### src/rtl/uart_tx_fifo_if.sv
// Byte-write handshake between a producer and the UART transmitter FIFO.
interface uart_tx_fifo_if;
    logic [7:0] data_in;
    logic       data_in_valid;
    logic       data_in_ready;

    modport master (
        output data_in,
        output data_in_valid,
        input  data_in_ready
    );

    modport slave (
        input  data_in,
        input  data_in_valid,
        output data_in_ready
    );
endinterface

### src/rtl/uart_tx_fifo.sv
// UART transmitter (8N1, LSB first) fed by a byte FIFO. A full block of bytes
// can be queued in one burst; frames then go out back-to-back with no idle gap.
module uart_tx_fifo #(
    parameter int unsigned CLK_FREQ   = 100_000_000,
    parameter int unsigned BAUDRATE   = 115_200,
    parameter int unsigned FIFO_DEPTH = 16
) (
    input  logic                        clk,
    input  logic                        rst,
    uart_tx_fifo_if.slave               wr,
    output logic                        data_tx,
    output logic                        tx_busy,
    output logic [$clog2(FIFO_DEPTH):0] fifo_count
);

    localparam int unsigned BIT_TICKS = CLK_FREQ / BAUDRATE;
    localparam int unsigned BAUD_W    = (BIT_TICKS > 1) ? $clog2(BIT_TICKS) : 1;
    localparam int unsigned PTR_W     = $clog2(FIFO_DEPTH);
    localparam int unsigned CNT_W     = PTR_W + 1;

    localparam logic [BAUD_W-1:0] BAUD_LAST = BAUD_W'(BIT_TICKS - 1);
    localparam logic [CNT_W-1:0]  FULL_CNT  = CNT_W'(FIFO_DEPTH);

    typedef enum logic [1:0] {
        IDLE,
        START,
        DATA,
        STOP
    } state_t;

    logic [7:0]        mem [FIFO_DEPTH];
    logic [PTR_W-1:0]  wr_ptr;
    logic [PTR_W-1:0]  rd_ptr;
    logic [CNT_W-1:0]  count;
    logic              push;
    logic              pop;
    logic              fifo_empty;
    logic              baud_done;

    state_t            state;
    logic [BAUD_W-1:0] baud_cnt;
    logic [2:0]        bit_cnt;
    logic [7:0]        shift_reg;

    // Ready is derived from the registered count, so it behaves like a flop.
    assign wr.data_in_ready = (count != FULL_CNT);
    assign fifo_count       = count;

    // Handshake qualifiers and the pop decision shared by FIFO and FSM.
    always_comb begin
        fifo_empty = (count == '0);
        baud_done  = (baud_cnt == BAUD_LAST);
        push       = wr.data_in_valid && wr.data_in_ready;
        pop        = 1'b0;
        if (!fifo_empty) begin
            if (state == IDLE) begin
                pop = 1'b1;
            end else if (state == STOP && baud_done) begin
                pop = 1'b1;
            end
        end
    end

    // Byte storage; contents need no reset since pointers/count gate access.
    always_ff @(posedge clk) begin
        if (push) begin
            mem[wr_ptr] <= wr.data_in;
        end
    end

    // FIFO pointers and occupancy; pointers wrap naturally at the power-of-2 depth.
    always_ff @(posedge clk) begin
        if (rst) begin
            wr_ptr <= '0;
            rd_ptr <= '0;
            count  <= '0;
        end else begin
            if (push) begin
                wr_ptr <= wr_ptr + 1'b1;
            end
            if (pop) begin
                rd_ptr <= rd_ptr + 1'b1;
            end
            case ({push, pop})
                2'b10:   count <= count + 1'b1;
                2'b01:   count <= count - 1'b1;
                default: count <= count;
            endcase
        end
    end

    // Frame sequencer with registered line and busy outputs.
    always_ff @(posedge clk) begin
        if (rst) begin
            state     <= IDLE;
            baud_cnt  <= '0;
            bit_cnt   <= '0;
            shift_reg <= '0;
            data_tx   <= 1'b1;
            tx_busy   <= 1'b0;
        end else begin
            case (state)
                IDLE: begin
                    data_tx  <= 1'b1;
                    baud_cnt <= '0;
                    if (pop) begin
                        shift_reg <= mem[rd_ptr];
                        data_tx   <= 1'b0;
                        tx_busy   <= 1'b1;
                        state     <= START;
                    end
                end

                START: begin
                    if (baud_done) begin
                        baud_cnt <= '0;
                        bit_cnt  <= '0;
                        data_tx  <= shift_reg[0];
                        state    <= DATA;
                    end else begin
                        baud_cnt <= baud_cnt + 1'b1;
                    end
                end

                DATA: begin
                    if (baud_done) begin
                        baud_cnt <= '0;
                        if (bit_cnt == 3'd7) begin
                            data_tx <= 1'b1;
                            state   <= STOP;
                        end else begin
                            // Next bit is taken from index 1 because the shift lands this same edge.
                            shift_reg <= {1'b0, shift_reg[7:1]};
                            data_tx   <= shift_reg[1];
                            bit_cnt   <= bit_cnt + 1'b1;
                        end
                    end else begin
                        baud_cnt <= baud_cnt + 1'b1;
                    end
                end

                STOP: begin
                    if (baud_done) begin
                        baud_cnt <= '0;
                        if (pop) begin
                            shift_reg <= mem[rd_ptr];
                            data_tx   <= 1'b0;
                            state     <= START;
                        end else begin
                            tx_busy <= 1'b0;
                            state   <= IDLE;
                        end
                    end else begin
                        baud_cnt <= baud_cnt + 1'b1;
                    end
                end

                default: begin
                    state   <= IDLE;
                    data_tx <= 1'b1;
                    tx_busy <= 1'b0;
                end
            endcase
        end
    end

endmodule

### src/flat_wrapper.sv
// flat-port wrapper written by rule: the top's interface ports become plain ports
module uart_tx_fifo_flat 
#(
    parameter int unsigned CLK_FREQ   = 100_000_000,
    parameter int unsigned BAUDRATE   = 115_200,
    parameter int unsigned FIFO_DEPTH = 16
)
  (clk, rst, data_tx, tx_busy, fifo_count, wr_data_in, wr_data_in_valid, wr_data_in_ready);
  uart_tx_fifo_if wr_i ();
  input  logic clk;
  input  logic rst;
  output logic data_tx;
  output logic tx_busy;
  output logic [$clog2(FIFO_DEPTH):0] fifo_count;
  input wire logic [$bits(wr_i.data_in)-1:0] wr_data_in;
  input wire logic [$bits(wr_i.data_in_valid)-1:0] wr_data_in_valid;
  output wire logic [$bits(wr_i.data_in_ready)-1:0] wr_data_in_ready;
  assign wr_i.data_in = wr_data_in;
  assign wr_i.data_in_valid = wr_data_in_valid;
  assign wr_data_in_ready = wr_i.data_in_ready;
  uart_tx_fifo #(.CLK_FREQ(CLK_FREQ), .BAUDRATE(BAUDRATE), .FIFO_DEPTH(FIFO_DEPTH)) u_core (.clk(clk), .rst(rst), .wr(wr_i), .data_tx(data_tx), .tx_busy(tx_busy), .fifo_count(fifo_count));
endmodule
### config.mk
export PLATFORM = sky130hd
export DESIGN_NAME = uart_tx_fifo_flat
export DESIGN_NICKNAME = d
export VERILOG_FILES = /design/src/rtl/uart_tx_fifo_if.sv /design/src/rtl/uart_tx_fifo.sv /design/src/flat_wrapper.sv
export SDC_FILE = /design/constraint.sdc
export NUM_CORES = 1
export LEC_CHECK = 0
export CAP_MARGIN = 0
export CORE_ASPECT_RATIO = 0.8
export CORE_MARGIN = 5
export CORE_UTILIZATION = 31
export DETAILED_ROUTE_END_ITERATION = 10
export DONT_BUFFER_PORTS = 1
export GPL_TIMING_DRIVEN = 0
export PLACE_DENSITY = 0.43
export SYNTH_ARGS = -nofsm -noshare
export SYNTH_HDL_FRONTEND = slang
export SYNTH_SLANG_ARGS = --single-unit
export TNS_END_PERCENT = 20
### constraint.sdc
create_clock -name clk -period 3.2 [get_ports clk]
set_input_delay 0.48 -clock clk [delete_from_list [all_inputs] [get_ports clk]]
set_output_delay 0.48 -clock clk [all_outputs]
set_load 0.005 [all_outputs]
# Word-level counts from Yosys, hierarchy flattened
# Memories as Yosys holds them, arrays and structs flattened. A register that Yosys moved wholly into a read port is not among the register bits.
# Cells that the tools add are included.
# word_totals
register_bits	38
latch_bits	0
ram_bits	128
romBits	0
inputBits	11
output_inout_bits	8
wordCells	83
memories	1
# mem_list
name	words	word_bits	rd	rd_ports_with_merged_regs	write_ports	line	source
u_core.mem	16	8	1	1	1	uart_tx_fifo.sv:31	logic [7:0] mem [FIFO_DEPTH];
# classes
addsub	6
mul	0
n_div	0
n_lt_le_gt_ge	0
eq_ne	16
n_shift	0
muxes	37
bitwise_logic	0
reduce_logical	14
# op_table
cell	count
two-way mux 8 bit	4
case mux 8 bit (3 select lines)	1
case mux 10 bit (2 select lines)	1
AND reduction 4 bit	4
two-way mux 1 bit	15
inequality test 2 x 1 -> 1 bit, second input constant	6
adder 10 x 1 -> 10 bit, second input constant	1
== test 10 bit, second input constant	1
two-way mux 10 bit	1
two-way mux 2 bit	5
case mux 5 bit (2 select lines)	1
two-way mux 3 bit	3
adder 4 x 1 -> 4 bit, second input constant	2
two-way mux 4 bit	2
case mux 2 bit (4 select lines)	1
== test 2 bit, second input constant	3
case mux 3 bit (2 select lines)	1
nonzero test 2 bit	3
adder 5 x 1 -> 5 bit, second input constant	1
logical NOT 5 bit	1
inequality test 5 bit, second input constant	1
AND reduction 5 bit	1
subtractor 5 x 1 -> 5 bit, second input constant	1
== test 2 x 1 -> 1 bit, second input constant	2
other kinds (9)	11

# Longest topological paths before layout
# depth
ltp_word	8
ltp_mapped	13
mapped_depth_nobuf	12

# Worst setup path before layout
# OpenSTA, ideal clock, no wires.
# synth_path
path_type	reg2reg
from	register u_core.count[2], in the netlist u_core.fifo_count[2]
to	register u_core.count[4], in the netlist u_core.fifo_count[4]
setup_time_ps	132
arrival_ps	2713
required_ps	3068
path_slack_ps	355
stages_incl_launch_ff	13
path_buffers	1
period_less_slack_ps	2845
path_cell_list	dfxtp_1 > buf_2 > or4_4 > nor2_2 > nor2_1 > ha_1 > xor2_1 > ha_1 > a21oi_1 > o22ai_1 > a222oi_1 > or3_1 > a21oi_1
# synth_between
elab_chain_len	4
word_cells_on_any_way	10
cone_classes	add/sub: 2; eq/ne: 3; mux: 2; reduce/logical: 3
# synth_rtl
element	line	source
start: declaration	uart_tx_fifo.sv:34	logic [CNT_W-1:0] count;
start signal: assignment	uart_tx_fifo.sv:85	2'b10: count <= count + 1'b1;
start signal: assignment	uart_tx_fifo.sv:86	2'b01: count <= count - 1'b1;
start signal: assignment	uart_tx_fifo.sv:87	default: count <= count;
parallel branches: the longest is 4 deep, another holds subtractor 5 x 1 -> 5 bit	n/a	
# Several ways; the timed one is not identified.
# A chain may end at the register's enable or synchronous reset.

# Worst setup path in the final report
# layout_path
from	register u_core.baud_cnt[0]
to	register u_core.count[4], in the netlist u_core.fifo_count[4]
# layout_between
elab_chain_len	7
word_cells_on_any_way	9
cone_classes	eq/ne: 3; mux: 4; reduce/logical: 2
# layout_rtl
element	line	source
start: declaration	uart_tx_fifo.sv:41	logic [BAUD_W-1:0] baud_cnt;
start signal: assignment	uart_tx_fifo.sv:121	baud_cnt <= baud_cnt + 1'b1;
start signal: assignment	uart_tx_fifo.sv:138	baud_cnt <= baud_cnt + 1'b1;
start signal: assignment	uart_tx_fifo.sv:154	baud_cnt <= baud_cnt + 1'b1;
== test 10 bit (*)	uart_tx_fifo.sv:52	baud_done = (baud_cnt == BAUD_LAST);
logical AND 1 bit (*)	uart_tx_fifo.sv:58	end else if (state == STOP && baud_done) begin
two-way mux 1 bit (*)	uart_tx_fifo.sv:58	
two-way mux 1 bit (*)	uart_tx_fifo.sv:56	if (state == IDLE) begin
two-way mux 1 bit (*)	uart_tx_fifo.sv:55	if (!fifo_empty) begin
== test 2 x 1 -> 1 bit / == test 2 bit (equally long branches)	uart_tx_fifo.sv:84	case ({push, pop})
case mux 5 bit (2 select lines) / nonzero test 2 bit (equally long branches)	n/a	
# Mark *: on every way between the ends. The rest lies on a longest branch, timed or not.

==> impl_table.tex <==
\begin{tabular}{lr}
\hline
Metric & Value \\
\hline
\multicolumn{2}{l}{\textbf{Detailed routing}} \\
Vias & 3972 \\
Router iterations before antenna repair & 5 \\
Drt initial violations & 292 \\
WL/cell & 19.4 um \\
Routed Antenna Nets & 0 \\
Post-detailed-routing wire length & around 16000 um \\
DR DRC count & 0 \\
Routed via count divided by cell count & 4.86 \\
\multicolumn{2}{l}{\textbf{Synthesis}} \\
Dominant cell type by area after synthesis & sky130\_fd\_sc\_hd\_\_edfxtp\_1 \\
Async SR Flop Fraction & 0 \\
Sequential element share of the synthesized area & 0.658 \\
Post-synth EDFFs & 128 \\
Cell types with the largest area share after synthesis & sky130\_fd\_sc\_hd\_\_edfxtp\_1 (54\%), sky130\_fd\_sc\_hd\_\_dfxtp\_1 (12\%), sky130\_fd\_sc\_hd\_\_mux4\_2 (6.3\%), sky130\_fd\_sc\_hd\_\_mux2\_2 (4.3\%), sky130\_fd\_sc\_hd\_\_ha\_1 (2.8\%) \\
Warning count from the yosys run & 0 \\
Post-synthesis register bit count & 170 \\
Number of distinct library cells after synthesis & 55 \\
Primary FF master, synth & sky130\_fd\_sc\_hd\_\_edfxtp\_1 \\
Fraction of post-synthesis cell area in the top cell type by area & 0.540 \\
Syn Std Cell Area & slightly above 7000 um\^{}2 \\
Mapped Nets & 505 \\
Mean area per synthesized cell & 14.9 um\^{}2 \\
Cells after synthesis & 478 \\
\multicolumn{2}{l}{\textbf{Timing}} \\
Tightest hold margin & between 0.1 and 0.15 ns \\
Final critical-path share of the clock period & 0.920 \\
Final clock skew & 0.0115 ns \\
Final hold vios & 0 \\
Slew Limit Fails & 0 \\
Setup TNS & 0 ns \\
Final setup violating endpoints & 0 \\
Slew Limit Headroom & 0.293 \\
Post-layout worst setup margin & approximately 0.26 ns \\
RSZ-0062 raised after global routing & false \\
Post-layout min period & 2.94 ns \\
Transition at the pin with the smallest max-transition slack & 1.06 ns \\
Peak Freq & 340 MHz \\
\multicolumn{2}{l}{\textbf{Die}} \\
Initial standard-cell utilization of the core & 0.315 \\
Number of ports placed on the die boundary & 19 \\
Area of the core & 22600 um\^{}2 \\
Die Y-Extent & 146 um \\
Die area & 26100 um\^{}2 \\
Row Count & 49 \\
Width of the die & roughly 180 um \\
\multicolumn{2}{l}{\textbf{Finish}} \\
Fill count & $\sim$2200 \\
Final cell count without fillers & 818 \\
Fraction of layout instances using a drive strength above 1 & 0.232 \\
\# nets final & around 530 \\
Area delta synth->final & 14.9\% \\
Sequential cell area & 4680 um\^{}2 \\
Design area & 8180 um\^{}2 \\
Max FFs per register & $\sim$130 \\
Util after Layout & 0.362 \\
Ant diodes & 0 \\
Area occupied by multi-input gates & around 2300 um\^{}2 \\
\multicolumn{2}{l}{\textbf{Placement}} \\
Number of placed instances, taps included & 787 \\
Post-place setup slack & -0.0911 ns \\
Port Buf Inserts & 0 \\
Area after DPL & 7540 um\^{}2 \\
Gpl congestion & 0.703 \\
DP Wirelength & 10600 um \\
\multicolumn{2}{l}{\textbf{Hold path}} \\
Hold path start & wr\_data\_in[1] \\
Instance count along the most critical hold path & 0 \\
Hold Crit Class & input pin to register \\
\multicolumn{2}{l}{\textbf{Clock network}} \\
Count of clock tree sinks & between 150 and 200 \\
Clock tree from TritonCTS & built \\
Later-pin clock latency in the skew report & 0.43 ns \\
H-Tree Level Count & 4 \\
Register clock-pin slew on the reported worst setup and hold paths & 0.08 ns \\
Clock root cell & sky130\_fd\_sc\_hd\_\_clkbuf\_16 \\
TritonCTS buffer count & 17 \\
Post-CTS setup buffer count & 0 \\
Number of buffers on the longest clock path & 2 \\
Post-CTS Hold Buffers & 0 \\
\multicolumn{2}{l}{\textbf{Critical path}} \\
Worst Path Arrival & 3.30 ns \\
Required time of the critical path & 3.56 ns \\
Depth of the worst register-to-register path & 12 \\
Startpoint of the worst register-to-register path & u\_core.baud\_cnt[0]\$\_SDFF\_PP0\_ \\
Largest fanout on the critical path & 6 \\
Cell-by-cell listing of the critical path & ha\_1 -> nor3b\_4 -> a41oi\_2 -> nor2\_4 -> ha\_2 -> xor2\_1 -> ha\_1 -> a21oi\_2 -> o22ai\_1 -> a222oi\_1 -> o21ai\_0 -> a21oi\_1 \\
Launch point of the worst path & u\_core.baud\_cnt[0]\$\_SDFF\_PP0\_ \\
Endpoint kind of the worst setup timing path & register \\
Critical-path top delay cell & sky130\_fd\_sc\_hd\_\_a222oi\_1 \\
Startpoint type of the worst setup path & register \\
Cell repeated most along the worst path & sky130\_fd\_sc\_hd\_\_ha\_1 \\
CP peak stage delay & 0.40 ns \\
Critical Setup Path Class & register to register \\
\multicolumn{2}{l}{\textbf{Pwr}} \\
Internal portion of total power & 4.43 mW \\
Switch Pwr & 2.23 mW \\
Peak supply drop & 0.345 mV \\
P per Cell Area & between 800 and 900 nW/um\^{}2 \\
Switching fraction of total power & 0.335 \\
Portion of total power attributed to combinational logic & 0.286 \\
Total design power & 6.66 mW \\
Part of the total power dissipated in sequential elements & 0.403 \\
Clock group share of total power & 0.311 \\
Leakage component of the power & 2.62 nW \\
\multicolumn{2}{l}{\textbf{GRT}} \\
Combined global-route utilization of all metal layers & 0.124 \\
Pin count of the biggest net entering global routing & 20 \\
Wire length of the first global-routing pass & 24500 um \\
Global route hottest layer & met2 \\
Via count of the first global-routing pass & 4102 \\
Initial antenna violation count & 0 \\
Met2 track utilization from global routing & 0.192 \\
Met1 Use GR & 0.173 \\
GR Overflow Total & 0 \\
Fraction of met3 tracks used by global routing & 0.0330 \\
\multicolumn{2}{l}{\textbf{Flow run}} \\
Max-cap check violation count & 0 \\
\multicolumn{2}{l}{\textbf{Status}} \\
Run status & finished clean \\
\hline
\end{tabular}
-- synth_stat cells, drive strengths merged (3+ instances only) --
library cell,n
nand2,16
nor2,48
inv,17
or3,3
clkbuf,9
nand3,6
buf,14
o21ai,11
mux4,20
dfxtp,42
a221oi,7
nor3b,4
xor2,8
xnor2,10
ha,16
a21oi,21
mux2,27
a222oi,7
nor3,9
edfxtp,128
nand2b,6
o22ai,15
and3,3
mux2i,4
-- cells in the final DEF (no fill, tap or decap), drive strengths merged, types with 7 or more instances in the layout --
cell,instances
nor2,48
edfxtp,128
nor3,9
mux4,20
o22ai,15
clkinv,7
clkbuf,25
ha,16
a21oi,21
o21ai,11
xor2,8
mux2,27
dfxtp,42
buf,17
a221oi,7
nand2,16
inv,24
xnor2,10
a222oi,7
-- area by class of cell --
class | instances | area share
clock buffers | 17 | 0.0520
inverters | 17 | 0.00780
multi-input cells | 268 | 0.283
plain buffers | 22 | 0.0125
flip-flops and latches | 170 | 0.573
repair buffers | 3 | 0.00291
well taps | 306 | 0.0468
clock inverters | 15 | 0.0219
-- per-layer routing --
layer / routed length (um) / part of all wire / vias up
met4: 179 / 0.011 / 0
met2: 7270 / 0.46 / 69
met5: 0 / 0 / -
li1: - / - / 1875
met1: 7810 / 0.49 / 2013
met3: 570 / 0.036 / 15
-- path summary, 6_finish.rpt --
kind	slack [ns]	to
min	0.14	u_core.mem[0][1]$_DFFE_PP_
max	0.26	u_core.fifo_count[4]$_SDFFE_PP0P_
max reg2reg	0.26	u_core.fifo_count[4]$_SDFFE_PP0P_
min reg2reg	0.47	u_core.shift_reg[5]$_SDFFE_PP0P_
-- cell families (layout without fill, tap and decap cells) --
kind of cell    after synthesis  after routing  share of synthesized area
compound gates               75             75                     0.0789
buf+inv                      40             74                     0.0239
xor+xnor                     18             18                     0.0221
flops                       170            170                      0.658
fa+ha+maj                    16             16                     0.0281
mux                          51             51                      0.112
simple gates                108            108                     0.0772
-- critical path: cells and delay by family (launching register included) --
kind | cells | cell delay, ns
xor gates and xnor gates | 1 | 0.09
and+or+nand+nor | 2 | 0.49
AOI/OAI and AO/OA | 6 | 1.21
adders and majority gates | 3 | 0.71
DFF | 1 | 0.39
-- repair_timing --
item,CTS,global route
hold endpoints to repair,0,0
resized for setup,3,5
endpoints found under the setup margin,1,1
-- power by group through the flow --
stage	Combinational [mW]	Clock, mW	Sequential, mW
2_1_floorplan	1.43	0	2.69
3_3_place_gp	1.83	0	2.73
3_5_place_dp	1.85	0	2.73
4_1_cts	1.88	2.12	2.68
5_1_grt	2.09	2.20	2.71
6_report	1.91	2.07	2.69
Note: power is estimated with default switching activity, not from simulation.
